[src/rtl/ff_edge_pipe.sv]
// ff_edge_pipe
//   Mixed-edge register pipeline. The input word IN_OP(a, b) passes through
//   DEPTH stages. Each stage captures on the rising or falling edge of clk,
//   as selected by EDGE_MASK. The output is OUT_OP(last stage, c). A valid bit
//   travels with each word. The block also has a global stall (en), a flush
//   that clears valid bits, and a counter of delivered words.
//
// Ports
//   clk       in   single clock; each stage uses one of its two edges
//   rst_n     in   asynchronous reset, active-low
//   a, b      in   [WIDTH] operands combined into the input word
//   in_valid  in   a/b carry a word this cycle
//   c         in   [WIDTH] output-side operand, combinational to q
//   en        in   stage advance enable; 0 holds every stage
//   flush     in   clears every valid bit; data still follows en
//   q         out  [WIDTH] OUT_OP(last stage data, c)
//   q_valid   out  last stage valid
//   out_cnt   out  [CNT_W] words delivered, counted on posedge, wraps
module ff_edge_pipe #(
   parameter int          WIDTH     = 8,
   parameter int          DEPTH     = 2,
   parameter logic [15:0] EDGE_MASK = 16'h1,
   parameter int          IN_OP     = 0,
   parameter int          OUT_OP    = 1,
   parameter int          CNT_W     = 8
) (
   input  logic             clk,
   input  logic             rst_n,
   input  logic [WIDTH-1:0] a,
   input  logic [WIDTH-1:0] b,
   input  logic             in_valid,
   input  logic [WIDTH-1:0] c,
   input  logic             en,
   input  logic             flush,
   output logic [WIDTH-1:0] q,
   output logic             q_valid,
   output logic [CNT_W-1:0] out_cnt
);

   logic [WIDTH-1:0] in_word;
   logic [WIDTH-1:0] stage_data  [DEPTH];
   logic             stage_valid [DEPTH];

   always_comb begin
      in_word = a;
      case (IN_OP)
         0:       in_word = a & b;
         1:       in_word = a | b;
         2:       in_word = a ^ b;
         default: in_word = a;
      endcase
   end

   for (genvar i = 0; i < DEPTH; i++) begin : g_stage
      logic [WIDTH-1:0] src_d;
      logic             src_v;
      logic [WIDTH-1:0] d_r;
      logic             v_r;
      logic [WIDTH-1:0] nxt_d;
      logic             nxt_v;

      if (i == 0) begin : g_src_in
         assign src_d = in_word;
         assign src_v = in_valid;
      end else begin : g_src_prev
         assign src_d = stage_data[i-1];
         assign src_v = stage_valid[i-1];
      end

      // flush only kills the valid bit; the data path keeps obeying en
      assign nxt_d = en ? src_d : d_r;
      assign nxt_v = flush ? 1'b0 : (en ? src_v : v_r);

      if (EDGE_MASK[i]) begin : g_neg
         always_ff @(negedge clk or negedge rst_n) begin
            if (!rst_n) begin
               d_r <= '0;
               v_r <= 1'b0;
            end else begin
               d_r <= nxt_d;
               v_r <= nxt_v;
            end
         end
      end else begin : g_pos
         always_ff @(posedge clk or negedge rst_n) begin
            if (!rst_n) begin
               d_r <= '0;
               v_r <= 1'b0;
            end else begin
               d_r <= nxt_d;
               v_r <= nxt_v;
            end
         end
      end

      assign stage_data[i]  = d_r;
      assign stage_valid[i] = v_r;
   end

   always_comb begin
      q = stage_data[DEPTH-1];
      case (OUT_OP)
         0:       q = stage_data[DEPTH-1] & c;
         1:       q = stage_data[DEPTH-1] | c;
         2:       q = stage_data[DEPTH-1] ^ c;
         default: q = stage_data[DEPTH-1];
      endcase
   end

   assign q_valid = stage_valid[DEPTH-1];

   // A word delivered on a posedge is one that sits valid at q while en is high;
   // with en low the last stage holds and the same word must not count twice.
   always_ff @(posedge clk or negedge rst_n) begin
      if (!rst_n) begin
         out_cnt <= '0;
      end else if (q_valid && en) begin
         out_cnt <= out_cnt + 1'b1;
      end
   end

endmodule

[config.mk]
export PLATFORM = sky130hd
export DESIGN_NAME = ff_edge_pipe
export DESIGN_NICKNAME = d
export VERILOG_FILES = /design/src/rtl/ff_edge_pipe.sv
export SDC_FILE = /design/constraint.sdc
export NUM_CORES = 1
export LEC_CHECK = 0
export CAP_MARGIN = 10
export CORE_MARGIN = 5
export CORE_UTILIZATION = 33
export CTS_CLUSTER_SIZE = 30
export DETAILED_ROUTE_END_ITERATION = 10
export GPL_ROUTABILITY_DRIVEN = 1
export PLACE_DENSITY_LB_ADDON = 0.25
export SLEW_MARGIN = 30
export SYNTH_ARGS = -nofsm -noshare
export SYNTH_HDL_FRONTEND = slang
export SYNTH_SLANG_ARGS = --single-unit
[constraint.sdc]
create_clock -name clk -period 1.9 [get_ports clk]
set_input_delay 0.57 -clock clk [delete_from_list [all_inputs] [get_ports clk]]
set_output_delay 0.57 -clock clk [all_outputs]
set_load 0.005 [all_outputs]
==> summary.txt <==
=====================================================================================
Slew at the pin closest to its max-slew limit ..........................       228 ps
Width of the chip ...................................................... 68.1 microns
Post-DP HPWL ........................................................... 1830 microns
Crit path max fanout ...................................................            1
Gp weighted congestion .................................................        0.743
Setup violation total in the final timing report .......................            0
Share of post-route cells with drive strength above 1 ..................        30.9%
Total power ............................................................    0.00129 W
Count of routing violations after the opening detailed-route iteration .           32
Clock period minus worst slack .........................................      1900 ps
Most frequent cells in the layout ...................................... 23 x clkdlybuf4s50_1, 16 x dfrtp_1, 11 x dlymetal6s2s_1
Depth of the most critical reg-to-reg path .............................            1
Mapped cell area .......................................................   1110 sq um
# port buffers .........................................................           45
Master of the slowest instance on the critical path .................... clkdlybuf4s50_1
Critical Path AT .......................................................      1120 ps
Final period util ......................................................        99.9%
Wire per inst .......................................................... 12.1 microns
Kind of end point of the critical path .................................         flop
Hold Path Depth ........................................................            2
Run status ............................................................. finished, final reports clean
Area of the core .......................................................   3310 sq um
Pins over their slew limit .............................................            0
H-tree depth reported by CTS ...........................................            1
Number of placement rows ...............................................           21
Warning count from the yosys run .......................................            0
Hold-critical path endpoint ............................................ g_stage[0].d_r[1]$_DFFE_NN0P_
Number of enable flip-flop cells after synthesis .......................            0
Combined flip-flop and latch cell area .................................    652 sq um
Tightest hold margin ...................................................       467 ps
Die height ............................................................. 68.1 microns
Drc violations .........................................................            0
Worst min-delay path class ............................................. flop to flop
Peak Freq ..............................................................      531 MHz
Mapped Cells ...........................................................           94
Multi-input combinational cell area ....................................    438 sq um
Required time at the worst-slack endpoint ..............................      1120 ps
Static Leak ............................................................     0.953 nW
Cell variety after synth ...............................................           20
Power per cell area ....................................................  711 nW/um^2
Beginning of the worst hold path ....................................... g_stage[0].d_r[1]$_DFFE_NN0P_
Source-to-sink clock delay at the later pin of the worst-skew pair .....       320 ps
Worst-case headroom to the max-slew limit ..............................        84.7%
Count of vias placed by the detailed router ............................          864
Largest delay share family, worst path ................................. buffers and inverters
Num CTS Buffers ........................................................            3
Maximum vdd ir drop ....................................................   0.000292 V
Mean instance size in the synthesized netlist ..........................   11.8 sq um
Antenna violations before repair .......................................            0
Worst reg2reg path endpoint ............................................ g_stage[1].d_r[5]$_DFFE_PN0P_
Clock tree from TritonCTS ..............................................          yes
Final nets .............................................................          183
Root buffer selected by CTS ............................................     clkbuf_4
Register area share after synthesis ....................................        58.4%
Critical path buffer and inverter count ................................            1
Largest net degree at the start of global routing ......................           20
IO Count ...............................................................           46
TNS Setup ..............................................................         0 ps
Synthesized flop and latch total .......................................           26
Area growth, synth to finish ...........................................        62.5%
Post-synthesis async set-or-reset flop share ...........................         100%
CTS sink cnt ...........................................................           26
Aggregate routed wire length ........................................... 2390 microns
Final antenna diode count ..............................................            0
Average vias per placed instance .......................................         4.36
Maximum clock insertion buffer count ...................................            2
Most common library cell in the layout ignoring fill and taps .......... clkdlybuf4s50_1
FF-to-FF Start ......................................................... g_stage[0].d_r[5]$_DFFE_NN0P_
Count of nets left with antenna violations after detail routing ........            0
Detailed-routing iteration count for the pre-antenna-repair pass .......            2
Start-to-end type of the worst setup path .............................. input port to flop
Main synth FF type .....................................................      dfrtp_1
Clock Skews ............................................................      10.4 ps
Number of endpoints with negative hold slack in the final report .......            0
Critical path launch point type ........................................   input port
Final Core Density .....................................................        54.6%
Wire length of the first global-routing pass ........................... 3950 microns
Slowest stage delay, CP ................................................       410 ps
Nets in the synthesized netlist ........................................          124
Reg2reg setup slack ....................................................       230 ps
Global router's overall resource usage .................................        11.2%
Final-layout fill cell count ...........................................          302
Total grt overflow .....................................................            0
Clock slew seen by the registers of the worst setup and hold paths .....       100 ps
Cells along the critical path .......................................... clkdlybuf4s50_1, nand3_1, o21ai_1
Number of global-route vias before repair ..............................          883
Starting density of the core ...........................................        33.6%
Area of the die ........................................................   4640 sq um
Reported max-cap violation count .......................................            0
=====================================================================================
## state kept, by name (all words and copies together), names as in the netlist
register,flops
g_stage.d_r,16
g_stage.v_r,1
out_cnt,8
q_valid,1
## report_power, final
group / switching (W) / internal [W] / leakage [nW]
Clock: 0.000164 / 0.000161 / 0.0261
Sequential: 0.0000441 / 0.000617 / 0.342
Combinational: 0.0000930 / 0.000209 / 0.585
## kinds of logic (layout without fill, tap and decap cells)
group           after synthesis  in the layout  share of synthesized area, %
xor+xnor                      7              7                          5.51
flops                        26             26                          58.4
buf+inv                      11             69                          4.49
fa+ha+maj                     1              1                          1.12
simple gates                 30             30                          16.0
mux                          11             11                          10.9
compound gates                8              8                          3.60
## what timing repair did
action                                  in CTS  in global routing
hold buffers                                 0                  0
buffers inserted                             2                  2
endpoints found under the setup margin      18                 14
gates resized for setup                     54                 16
hold endpoints to repair                     0                  0
pin swaps                                    3                  7
## area by class of cell
cell class	instances	share of cell area (%)
multi-input combinational	57	24.2
timing repair buffer	57	32.3
sequential	26	36.0
inverter	8	1.66
tap	46	3.18
clock buffer	4	2.63
## Yosys cell counts (all sizes together), types with 4 or more instances
library cell  number  area share (%)
dfrtp             17              38
nand3             10             4.5
dfrtn              9              20
mux2               9             9.1
inv                8             2.7
o21ai              8             3.6
or2                8             4.5
nand2              5             2.4
xor2               5             3.9
nor2               4             1.3
## per-layer routing
layer / global-route usage [%] / share of wire, % / vias to the layer above
met1: 13.5 / 40 / 415
li1: - / - / 427
met2: 19.6 / 54 / 20
met4: 4.47 / 0.92 / 0
met5: 0 / 0 / -
met3: 2.13 / 5.5 / 2
## worst max-delay path by stage
| stage | from | end | cells after the start |
|---|---|---|---|
| after floorplan | en | g_stage[0].v_r$_DFFE_NN0P_ | 4 |
| after CTS | c[5] | q[5] | 3 |
| after global placement | en | g_stage[0].v_r$_DFFE_NN0P_ | 4 |
| final | a[4] | g_stage[0].d_r[4]$_DFFE_NN0P_ | 3 |
| after detailed placement | en | g_stage[0].v_r$_DFFE_NN0P_ | 4 |
| after global routing | a[4] | g_stage[0].d_r[4]$_DFFE_NN0P_ | 3 |
## per-stage QoR
stage | instances | cell area (sq um) | setup slack (ps)
4_1_cts | 196 | 1750 | 0.0293
2_1_floorplan | 94 | 1140 | -209
3_5_place_dp | 190 | 1670 | -666
6_report | 198 | 1810 | 2.72
3_3_place_gp | 190 | 1670 | -648
5_1_grt | 198 | 1810 | -17.9
No activity file was read; power rests on OpenSTA's default activity.
